$ cat src/rtl/vga_timing_gen.sv
`default_nettype none
// ============================================================================
// Module   : vga_timing_gen
// Purpose  : 640x480@60 Hz VGA timing generator. It divides mclk down to the
//            pixel rate and produces pixel coordinates plus a request flag for
//            an upstream pixel source. One pixel period later it drives the
//            returned RGB332 byte to the pins, blanked and aligned with the
//            registered sync pulses.
// Ports    : mclk         in   system clock (100 MHz)
//            rst_n        in   asynchronous active-low reset
//            pix_x/pix_y  out  coordinates of the pixel being requested
//            pix_req      out  requested pixel lies in the active area
//            pix_data     in   RGB332 pixel: [7:5] R, [4:2] G, [1:0] B
//            pix_tick     out  one-mclk strobe marking each pixel period
//            frame_start  out  strobe on the tick that requests pixel (0,0)
//            Hsync/Vsync  out  sync outputs, active low
//            OutRed/OutGreen/OutBlue  out  colour pins (blue is [2:1])
//            Led          out  toggles once per frame
// Options  : VGA_TESTPAT_EN - when defined, pix_data is ignored and active
//            pixels show eight vertical colour bars.
// Revision : 1.0  initial release
// ============================================================================
module vga_timing_gen #(
  parameter int CLK_DIV = 4,   // mclk cycles per pixel, legal 2..16
  parameter int H_ACT   = 640,
  parameter int H_FP    = 16,
  parameter int H_SYNC  = 96,
  parameter int H_BP    = 48,
  parameter int V_ACT   = 480,
  parameter int V_FP    = 10,
  parameter int V_SYNC  = 2,
  parameter int V_BP    = 33
) (
  input  logic       mclk,
  input  logic       rst_n,
  output logic [9:0] pix_x,
  output logic [9:0] pix_y,
  output logic       pix_req,
  input  logic [7:0] pix_data,
  output logic       pix_tick,
  output logic       frame_start,
  output logic       Hsync,
  output logic       Vsync,
  output logic [2:0] OutRed,
  output logic [2:0] OutGreen,
  output logic [2:1] OutBlue,
  output logic       Led
);

  localparam int H_TOTAL = H_ACT + H_FP + H_SYNC + H_BP;
  localparam int V_TOTAL = V_ACT + V_FP + V_SYNC + V_BP;

  localparam logic [3:0] DIV_LAST = 4'(CLK_DIV - 1);
  localparam logic [9:0] H_LAST   = 10'(H_TOTAL - 1);
  localparam logic [9:0] V_LAST   = 10'(V_TOTAL - 1);
  localparam logic [9:0] H_ACT_W  = 10'(H_ACT);
  localparam logic [9:0] V_ACT_W  = 10'(V_ACT);
  localparam logic [9:0] HS_BEG   = 10'(H_ACT + H_FP);
  localparam logic [9:0] HS_END   = 10'(H_ACT + H_FP + H_SYNC);
  localparam logic [9:0] VS_BEG   = 10'(V_ACT + V_FP);
  localparam logic [9:0] VS_END   = 10'(V_ACT + V_FP + V_SYNC);

  logic [3:0] div_cnt_q, div_cnt_d;
  logic [9:0] h_cnt_q, h_cnt_d;
  logic [9:0] v_cnt_q, v_cnt_d;
  logic       hsync_q, hsync_d;
  logic       vsync_q, vsync_d;
  logic       led_q, led_d;
  logic [7:0] rgb_q, rgb_d;

  logic       hs_raw;
  logic       vs_raw;
  logic [7:0] pix_src;

  // Request side: combinational from the counters.
  assign pix_tick    = (div_cnt_q == DIV_LAST);
  assign pix_x       = h_cnt_q;
  assign pix_y       = v_cnt_q;
  assign pix_req     = (h_cnt_q < H_ACT_W) && (v_cnt_q < V_ACT_W);
  assign frame_start = pix_tick && (h_cnt_q == 10'd0) && (v_cnt_q == 10'd0);

  assign hs_raw = !((h_cnt_q >= HS_BEG) && (h_cnt_q < HS_END));
  assign vs_raw = !((v_cnt_q >= VS_BEG) && (v_cnt_q < VS_END));

`ifdef VGA_TESTPAT_EN
  // Eight equal-width bars across the active width (80 px at 640).
  localparam logic [9:0] BAR_W = 10'(H_ACT / 8);

  logic [9:0] bar_idx;

  assign bar_idx = h_cnt_q / BAR_W;

  always_comb begin
    case (bar_idx)
      10'd0:   pix_src = 8'hFF;  // white
      10'd1:   pix_src = 8'hFC;  // yellow
      10'd2:   pix_src = 8'h1F;  // cyan
      10'd3:   pix_src = 8'h1C;  // green
      10'd4:   pix_src = 8'hE3;  // magenta
      10'd5:   pix_src = 8'hE0;  // red
      10'd6:   pix_src = 8'h03;  // blue
      default: pix_src = 8'h00;  // black
    endcase
  end
`else
  assign pix_src = pix_data;
`endif

  always_comb begin
    div_cnt_d = pix_tick ? 4'd0 : div_cnt_q + 4'd1;
    h_cnt_d   = h_cnt_q;
    v_cnt_d   = v_cnt_q;
    hsync_d   = hsync_q;
    vsync_d   = vsync_q;
    rgb_d     = rgb_q;
    led_d     = led_q;

    if (pix_tick) begin
      if (h_cnt_q == H_LAST) begin
        h_cnt_d = 10'd0;
        v_cnt_d = (v_cnt_q == V_LAST) ? 10'd0 : v_cnt_q + 10'd1;
      end else begin
        h_cnt_d = h_cnt_q + 10'd1;
      end
      // Output stage: syncs and colour for the pixel requested this period
      // leave together on the same edge.
      hsync_d = hs_raw;
      vsync_d = vs_raw;
      rgb_d   = pix_req ? pix_src : 8'h00;
    end

    if (frame_start) begin
      led_d = ~led_q;
    end
  end

  always_ff @(posedge mclk or negedge rst_n) begin
    if (!rst_n) begin
      div_cnt_q <= 4'd0;
      h_cnt_q   <= 10'd0;
      v_cnt_q   <= 10'd0;
      hsync_q   <= 1'b1;
      vsync_q   <= 1'b1;
      rgb_q     <= 8'h00;
      led_q     <= 1'b0;
    end else begin
      div_cnt_q <= div_cnt_d;
      h_cnt_q   <= h_cnt_d;
      v_cnt_q   <= v_cnt_d;
      hsync_q   <= hsync_d;
      vsync_q   <= vsync_d;
      rgb_q     <= rgb_d;
      led_q     <= led_d;
    end
  end

  assign Hsync    = hsync_q;
  assign Vsync    = vsync_q;
  assign OutRed   = rgb_q[7:5];
  assign OutGreen = rgb_q[4:2];
  assign OutBlue  = rgb_q[1:0];
  assign Led      = led_q;

endmodule
`default_nettype wire
$ cat config.mk
export PLATFORM = sky130hd
export DESIGN_NAME = vga_timing_gen
export DESIGN_NICKNAME = d
export VERILOG_FILES = /design/src/rtl/vga_timing_gen.sv
export SDC_FILE = /design/constraint.sdc
export NUM_CORES = 1
export LEC_CHECK = 0
export CAP_MARGIN = 25
export CORE_MARGIN = 4
export CORE_UTILIZATION = 51
export CTS_CLUSTER_DIAMETER = 100
export DETAILED_ROUTE_END_ITERATION = 10
export GPL_TIMING_DRIVEN = 1
export PLACE_DENSITY = 0.84
export SKIP_LAST_GASP = 1
export SLEW_MARGIN = 15
export SYNTH_ARGS = -nofsm -noshare
export SYNTH_HDL_FRONTEND = slang
export SYNTH_SLANG_ARGS = --single-unit
export TNS_END_PERCENT = 50
$ cat constraint.sdc
create_clock -name mclk -period 4.6 [get_ports mclk]
set_input_delay 0.92 -clock mclk [delete_from_list [all_inputs] [get_ports mclk]]
set_output_delay 0.92 -clock mclk [all_outputs]
set_load 0.02 [all_outputs]
==> results of run 1 <==
## layer usage
| metal | part of all wire | GRT usage | vias up |
|---|---|---|---|
| met4 | 0.016 | 0.07513 | 0 |
| li1 | - | - | 667 |
| met5 | 0 | 0 | - |
| met3 | 0.082 | 0.07009 | 8 |
| met1 | 0.43 | 0.2531 | 693 |
| met2 | 0.47 | 0.3161 | 57 |
## area by class of cell
class	instances	area [µm²]	share of cell area
Tap cell	44	55.05	0.02516
Clock buffer	6	51.30	0.02344
Timing Repair Buffer	44	437.9	0.2001
Multi-Input combinational cell	110	730.7	0.3339
Clock inverter	1	5.005	0.002287
Sequential cell	35	878.3	0.4014
Inverter	8	30.03	0.01372
## synth_stat cells
| cell type | n |
|---|---|
| xnor2_1 | 6 |
| or3b_1 | 1 |
| a21oi_1 | 4 |
| a21o_1 | 1 |
| clkbuf_1 | 4 |
| mux2i_1 | 3 |
| o31ai_1 | 1 |
| nor2_1 | 9 |
| and4b_1 | 1 |
| or4_1 | 2 |
| nor4_1 | 4 |
| or3_1 | 2 |
| and4_1 | 3 |
| xor2_1 | 6 |
| nand4_1 | 9 |
| dfstp_2 | 2 |
| nor2b_1 | 2 |
| a41oi_1 | 1 |
| or2_4 | 1 |
| a22o_1 | 8 |
| buf_2 | 2 |
| nand3b_1 | 1 |
| a311o_1 | 1 |
| nand4b_1 | 1 |
| dfrtp_1 | 33 |
| nand2_1 | 11 |
| nand3_1 | 11 |
| ha_1 | 5 |
| inv_1 | 8 |
| and3_1 | 4 |
| buf_6 | 1 |
| nor3b_1 | 1 |
| o21ai_0 | 9 |
| nor3_1 | 2 |
## path summary, 6_finish.rpt
kind / startpoint / end / slack, ps / cells past startpoint
max in group asynchronous: rst_n / Vsync / 3280 / 2
min in group asynchronous: rst_n / pix_x[9] / 980 / 2
setup / recovery: div_cnt_q[0] / frame_start / 920 / 4
hold / removal: div_cnt_q[0] / div_cnt_q[0] / 460 / 1
hold reg to reg: div_cnt_q[0] / div_cnt_q[0] / 460 / 1
setup reg to reg: div_cnt_q[0] / pix_y[6] / 2030 / 6
## registers in the layout, indices dropped and copies added, names as in the netlist
register   count
Hsync          1
Led            1
Vsync          1
div_cnt_q      4
pix_x         10
pix_y         10
rgb_q          8
## cells by family (layout without fill, tap and decap cells)
kind of cell / after synthesis / in the layout / share of synthesized area
DFF: 35 / 35 / 0.5243
muxes: 3 / 3 / 0.01792
xor gates and xnor gates: 12 / 12 / 0.06273
and+or+nand+nor: 65 / 65 / 0.2173
buffers and inverters: 15 / 59 / 0.03958
adders and majority gates: 5 / 5 / 0.03734
AOI/OAI and AO/OA: 25 / 25 / 0.1008
## metrics by stage
stage               cell area, µm²  std cells    util
floorplan                     1675        160       -
global placement              2132        241  0.6871
detailed placement            2132        241  0.6871
CTS                           2188        248  0.7052
global route                  2188        248  0.7052
finish                        2188        248  0.7052
## power breakdown
part	switching (mW)	internal [mW]	total, mW	leakage [nW]
Sequential	0.00194	0.311	0.313	0.444
Clock	0.0968	0.0707	0.168	0.0341
Combinational	0.0136	0.0158	0.0293	0.456
==> impl_metrics.py, run 1 <==
metrics = {
    "clocking": {
        "cts_tree": "built",
        "cts_resized": 0,
        "path_clk_slew_ps": 100,
        "numClockSinks": 35,
        "post_cts_buffers": 0,
        "root_buffer": "clkbuf_4",
        "cts_hold_buf": 0,
        "htree_num_levels": 2,
        "cts_buffer_depth": 2,
        "cts_buffers": 5,
        "clkLatencyLatePin_ps": 340,
    },
    "timing": {
        "setup_violations": 0,
        "relSlewSlack": 0.4219,
        "fin_ws_ps": 920.9,
        "report.final.slew_viol_count": 0,
        "whs_ps": 462.5,
        "rsz0062_at_grt": "false",
        "fmaxAchievable_mhz": 271.8,
        "skew_ps": 10.61,
        "hold_viol_final": 0,
        "worst_pin_slew_ps": 860.5,
        "timing.final.crit_share": 0.7998,
        "tns_ps": 0,
        "layout_min_cycle_time_ps": 3679,
    },
    "worst_setup_path": {
        "crit_chain": "ha_1 > or3b_1 > nor4_1 > clkdlybuf4s50_1",
        "critical-path-max-stage-delay_ps": 700,
        "cp_num_buf_inv": 1,
        "cp.required_ps": 3680,
        "criticalPathCategory": "flop to output port",
        "arrival_ps": 2760,
        "cp-start-kind": "flop",
        "crit_path_end_kind": "output port",
        "cp_slowest_cell": "clkdlybuf4s50_1",
        "crit_family": "simple AND/OR/NAND/NOR gates",
        "worstPathMaxFanout": 17,
    },
    "die": {
        "core-area_um2": 3103,
        "start_util": 0.5399,
        "rows": 20,
        "die_y_um": 65.32,
        "ios": 44,
        "die_w_um": 65.32,
        "dieArea_um2": 4266,
    },
    "cells_and_area": {
        "final_cell_mix": "clkdlybuf4s50_1 (43), dfrtp_1 (33), nand2_1 (11), nand3_1 (11)",
        "fillers": 255,
        "area_growth_pct": 30.62,
        "drive_gt1_frac": 0.05392,
        "finalNetCount": 219,
        "diodes": 0,
        "final_common_cell": "clkdlybuf4s50_1",
    },
    "placed_design": {
        "io_buffers": 43,
        "dp_hpwl_mm": 2.834,
        "pre_cts_ws_ps": 1290,
        "gp_congestion": 0.8525,
    },
    "drt": {
        "dr.pass1.iters": 4,
        "num_vias": 1425,
        "drt_iter0_markers": 71,
        "viasPerCell": 5.746,
        "ant_nets": 0,
        "drcViolationCount": 0,
        "finalWirelength_mm": 3.839,
        "avgRoutedWirePerCell_um": 15.48,
    },
    "logic_synthesis": {
        "synthesis.nets": 175,
        "seq_area_frac_synth": 0.5243,
        "synthDominantCellAreaShare": 0.4929,
        "synth.area.top_cells": "dfrtp_1 (49%), a22o_1 (4.2%), ha_1 (3.7%), nand4_1 (3.4%), nand3_1 (3.3%)",
        "netlist_area_um2": 1675,
        "avgSynthCellArea_um2": 10.47,
        "synth.largest_area_cell": "dfrtp_1",
        "synth-seq-cells": 35,
        "synth_warnings": 0,
        "syn-instance-count": 160,
        "synth.distinct_cells": 34,
    },
    "power": {
        "pwr_density_cell_nw_per_um2": 233.0,
        "leakagePower_nw": 0.9338,
        "p_total_mw": 0.5099,
        "ir_drop_v": 0.0001707,
    },
    "global_route": {
        "first_global_vias": 1417,
        "grt_pass1_wl_mm": 6.596,
        "antenna_found_initial": 0,
        "gr-usage-all-layers": 0.2004,
        "grt_max_degree": 36,
        "overflow": 0,
    },
    "run": {
        "drv_cap": 0,
    },
    "outcome": {
        "outcome": "finished clean",
    },
    "min_path": {
        "worst_hold_path_type": "flop to flop",
    },
}
No activity file was read; power rests on OpenSTA's default activity.
==> run 2, diff against run 1 <==
- CORE_UTILIZATION: 51 -> 48
- PLACE_DENSITY: 0.84 -> 0.8
- clock period: 4.6 -> 3.85 ns (I/O delays scaled with it)
==> impl_metrics.py, run 2 (same netlist as run 1, synthesis figures left out) <==
metrics = {
    "outcome": {
        "outcome": "finished clean",
    },
    "clocking": {
        "cts_resized": 0,
        "post_cts_buffers": 0,
        "cts_buffers": 5,
        "root_buffer": "clkbuf_4",
        "path_clk_slew_ps": 100,
        "clkLatencyLatePin_ps": 330,
        "cts_tree": "built",
        "cts_buffer_depth": 2,
        "numClockSinks": 35,
        "cts_hold_buf": 0,
        "htree_num_levels": 2,
    },
    "die": {
        "die_y_um": 67.08,
        "start_util": 0.4981,
        "ios": 44,
        "core-area_um2": 3363,
        "rows": 21,
        "dieArea_um2": 4500,
        "die_w_um": 67.08,
    },
    "power": {
        "pwr-share-seq": 0.613,
        "power.internal_mw": 0.4751,
        "pwr-share-comb": 0.058,
        "netSwitchingFraction": 0.2205,
        "switching_power_mw": 0.1344,
        "leakagePower_nw": 0.9379,
        "clockPowerShare": 0.328,
        "pwr_density_cell_nw_per_um2": 277.3,
        "p_total_mw": 0.6096,
        "ir_drop_v": 0.0001797,
    },
    "cells_and_area": {
        "drive_gt1_frac": 0.05854,
        "final_common_cell": "clkdlybuf4s50_1",
        "finalNetCount": 220,
        "area_growth_pct": 31.22,
        "seqCellArea_um2": 878.3,
        "diodes": 0,
        "multi_input_area_um2": 730.7,
        "final_cell_mix": "clkdlybuf4s50_1 (43), dfrtp_1 (33), nand2_1 (11), nand3_1 (11)",
        "final_cells": 251,
        "fillers": 303,
    },
    "placed_design": {
        "io_buffers": 43,
        "dp_hpwl_mm": 2.815,
        "place_inst": 244,
        "gp_congestion": 0.9038,
    },
    "drt": {
        "wl_met3_um": 271,
        "met2_length_mm": 1.875,
        "drcViolationCount": 0,
        "drt_iter0_markers": 58,
        "avgRoutedWirePerCell_um": 15.49,
        "dr.pass1.iters": 4,
        "num_vias": 1413,
        "top_layer_used": "met4",
        "finalWirelength_mm": 3.887,
        "viasPerCell": 5.629,
        "ant_nets": 0,
        "wl_met1_mm": 1.688,
    },
    "timing": {
        "whs_ps": 475.5,
        "hold_viol_final": 0,
        "tns_ps": 0,
        "skew_ps": 5.524,
        "worst_pin_slew_ps": 845.7,
        "timing.final.crit_share": 0.8536,
        "relSlewSlack": 0.4319,
        "rsz0062_at_grt": "false",
        "layout_min_cycle_time_ps": 3286,
        "fmaxAchievable_mhz": 304.3,
        "report.final.slew_viol_count": 0,
        "setup_violations": 0,
    },
    "worst_setup_path": {
        "crit_family": "buffers and inverters",
        "criticalPathCategory": "flop to output port",
        "reg2reg_depth": 7,
        "cp_num_buf_inv": 3,
        "critical-path-max-stage-delay_ps": 680,
        "crit_chain": "ha_1 > or3b_1 > buf_4 > inv_1 > clkdlybuf4s50_1",
        "cp_slowest_cell": "clkdlybuf4s50_1",
        "startpoint": "div_cnt_q[0]",
        "cp-start-kind": "flop",
        "worstPathMaxFanout": 16,
        "regToRegSetupSlack_ps": 1430,
        "crit_cells": 5,
        "endpoint": "pix_tick",
        "crit_path_end_kind": "output port",
        "timing.rr.end": "pix_y[8]",
        "arrival_ps": 2520,
        "reg2reg_from": "div_cnt_q[0]",
        "cp.required_ps": 3080,
    },
    "global_route": {
        "antenna_found_initial": 0,
        "overflow": 0,
        "first_global_vias": 1397,
        "grt_max_degree": 36,
        "grt_pass1_wl_mm": 6.541,
        "gr-usage-all-layers": 0.1935,
    },
    "min_path": {
        "worst_hold_path_type": "flop to flop",
    },
    "run": {
        "drv_cap": 0,
    },
}
==> run 2: cell count changes in the layout (fill, tap and decap cells not counted) <==
cell,previous run,this run
buf_4,1,2
==> run 2: worst register-to-register path: stages (launching register included) <==
cell and delay, ps:
dfrtp_1 390, ha_1 200, or3b_1 380, buf_4 210
inv_1 330, and4_1 490, nand4_1 160, xnor2_1 150
==> run 2: final cells by class <==
cell class              count  area share
well taps                  46     0.02618
multi-input cells         110      0.3324
clock buffers               6     0.02334
clock inverters             1    0.002277
repair buffers             45      0.2026
flip-flops and latches     35      0.3995
inverters                   8     0.01366
==> run 2: metrics by stage <==
stage | area [µm²] | utilization | setup slack, ps
final | 2198 | 0.6536 | 563.5
after CTS | 2198 | 0.6536 | 554.3
after detailed placement | 2142 | 0.6369 | 946.1
after global routing | 2198 | 0.6536 | 406.8
after floorplan | 1675 | - | 1174
after global placement | 2142 | 0.6369 | 977.5
==> run 2: how the worst min path moves through the flow <==
stage                  from            to  slack (ps)  cells after the start
6_report       div_cnt_q[0]  div_cnt_q[0]         480                      1
5_1_grt        div_cnt_q[0]  div_cnt_q[0]         500                      1
4_1_cts        div_cnt_q[0]  div_cnt_q[0]         480                      1
3_5_place_dp   div_cnt_q[0]  div_cnt_q[0]         460                      1
3_3_place_gp   div_cnt_q[0]  div_cnt_q[0]         450                      1
2_1_floorplan  div_cnt_q[0]  div_cnt_q[0]         430                      1
==> run 2: power groups by stage <==
stage / clock (mW) / combinational (mW) / sequential (mW)
global route: 0.233 / 0.0385 / 0.375
finish: 0.200 / 0.0355 / 0.374
floorplan: 0 / 0.00377 / 0.387
detailed placement: 0 / 0.0361 / 0.381
global placement: 0 / 0.0358 / 0.381
CTS: 0.211 / 0.0364 / 0.374
==> run 2: routing by layer <==
layer	global-route usage	vias up
met4	0.08354	0
met2	0.3006	57
met5	0	-
met3	0.05228	4
met1	0.2513	678
li1	-	674
==> run 3, diff against run 2 <==
- CORE_MARGIN: 4 -> unset
- MAX_ROUTING_LAYER: unset -> met4
==> impl_metrics.py, run 3 (same netlist as run 1, synthesis figures left out) <==
metrics = {
    "cells_and_area": {
        "area_growth_pct": 30.77,
        "diodes": 0,
        "finalNetCount": 219,
        "final_common_cell": "clkdlybuf4s50_1",
        "multi_input_area_um2": 730.7,
        "seqCellArea_um2": 878.3,
        "drive_gt1_frac": 0.05392,
        "final_cell_mix": "clkdlybuf4s50_1 (43), dfrtp_1 (33), nand2_1 (11), nand3_1 (11)",
        "fillers": 269,
    },
    "worst_setup_path": {
        "timing.rr.end": "pix_y[4]",
        "startpoint": "div_cnt_q[0]",
        "cp_slowest_cell": "clkdlybuf4s50_1",
        "reg2reg_from": "div_cnt_q[0]",
        "crit_chain": "ha_1 > or3b_1 > nor4_1 > clkdlybuf4s50_1",
        "criticalPathCategory": "flop to output port",
        "reg2reg_depth": 6,
        "arrival_ps": 2790,
        "crit_family": "simple AND/OR/NAND/NOR gates",
        "cp_num_buf_inv": 1,
        "cp-start-kind": "flop",
        "critical-path-max-stage-delay_ps": 690,
        "regToRegSetupSlack_ps": 1290,
        "worstPathMaxFanout": 17,
        "endpoint": "frame_start",
        "crit_cells": 4,
        "crit_path_end_kind": "output port",
        "cp.required_ps": 3080,
    },
    "die": {
        "ios": 44,
        "die_y_um": 61.08,
        "start_util": 0.5021,
        "rows": 21,
        "die_w_um": 61.08,
        "core-area_um2": 3337,
        "dieArea_um2": 3731,
    },
    "timing": {
        "skew_ps": 9.105,
        "tns_ps": 0,
        "fin_ws_ps": 292.8,
        "setup_violations": 0,
        "layout_min_cycle_time_ps": 3557,
        "timing.final.crit_share": 0.9239,
        "rsz0062_at_grt": "false",
        "fmaxAchievable_mhz": 281.1,
        "relSlewSlack": 0.4812,
        "worst_pin_slew_ps": 772.3,
        "hold_viol_final": 0,
        "report.final.slew_viol_count": 0,
    },
    "power": {
        "leakagePower_nw": 0.9338,
        "pwr_density_cell_nw_per_um2": 280.2,
        "ir_drop_v": 0.0001663,
    },
    "run": {
        "drv_cap": 0,
    },
    "drt": {
        "finalWirelength_mm": 3.817,
        "num_vias": 1434,
        "drt_iter0_markers": 69,
        "avgRoutedWirePerCell_um": 15.27,
        "dr.pass1.iters": 4,
        "drcViolationCount": 0,
        "viasPerCell": 5.736,
        "ant_nets": 0,
    },
    "clocking": {
        "path_clk_slew_ps": 100,
        "cts_buffer_depth": 2,
        "cts_hold_buf": 0,
        "clkLatencyLatePin_ps": 350,
        "post_cts_buffers": 0,
        "numClockSinks": 35,
        "root_buffer": "clkbuf_4",
        "cts_resized": 0,
        "htree_num_levels": 2,
        "cts_buffers": 5,
        "cts_tree": "built",
    },
    "placed_design": {
        "pre_cts_ws_ps": 649.7,
        "io_buffers": 43,
        "gp_congestion": 0.8635,
        "dp_hpwl_mm": 2.710,
    },
    "global_route": {
        "antenna_found_initial": 0,
        "gr-usage-all-layers": 0.2282,
        "first_global_vias": 1254,
        "grt_use_met2": 0.3432,
        "busiest_layer": "met2",
        "grt_util_met1": 0.2923,
        "grt_max_degree": 36,
        "grt_pass1_wl_mm": 5.871,
        "globalRouteMet3Util": 0.05882,
        "overflow": 0,
    },
    "outcome": {
        "outcome": "finished clean",
    },
    "min_path": {
        "worst_hold_path_type": "flop to flop",
        "hold_depth": 1,
    },
}
## run 3: per-layer routing
metal	vias up	routed length, µm
met5	-	0
met4	0	73
met3	9	284
met2	63	1724
met1	695	1735
li1	667	-
## run 3: worst min-delay path by stage
stage                            start           end
after floorplan           div_cnt_q[0]  div_cnt_q[0]
after global routing             Vsync         Vsync
after CTS                          Led           Led
final                              Led           Led
after detailed placement           Led           Led
after global placement    div_cnt_q[0]  div_cnt_q[0]
## run 3: layout make-up
class,instances,area share
clock inverter,1,0.002284
inverter,8,0.01371
multi-input combinational,110,0.3335
timing repair buffer,44,0.1999
sequential,35,0.4009
clock buffer,6,0.02342
tap,46,0.02627
## run 3: per-stage QoR
stage | instance area (µm²) | std cells | util | hold WS [ps] | power (mW)
after floorplan | 1675 | 160 | - | 433.1 | 0.3903
after global placement | 2135 | 243 | 0.6397 | 448.9 | 0.4163
after detailed placement | 2135 | 243 | 0.6397 | 460.0 | 0.4168
after CTS | 2191 | 250 | 0.6565 | 479.0 | 0.6178
after global routing | 2191 | 250 | 0.6565 | 502.1 | 0.6398
final | 2191 | 250 | 0.6565 | 478.5 | 0.6140
## run 3: power by group
group	switching (mW)	internal (mW)
sequential	0.00233	0.372
clock	0.120	0.0845
combinational	0.0162	0.0189
total	0.139	0.475
## run 3: worst register-to-register path: stages, from the launching register on
cell     delay (ps)
dfrtp_1         410
ha_1            210
or3b_1          600
inv_1           430
and4_1          490
nand4_1         180
mux2i_1         140
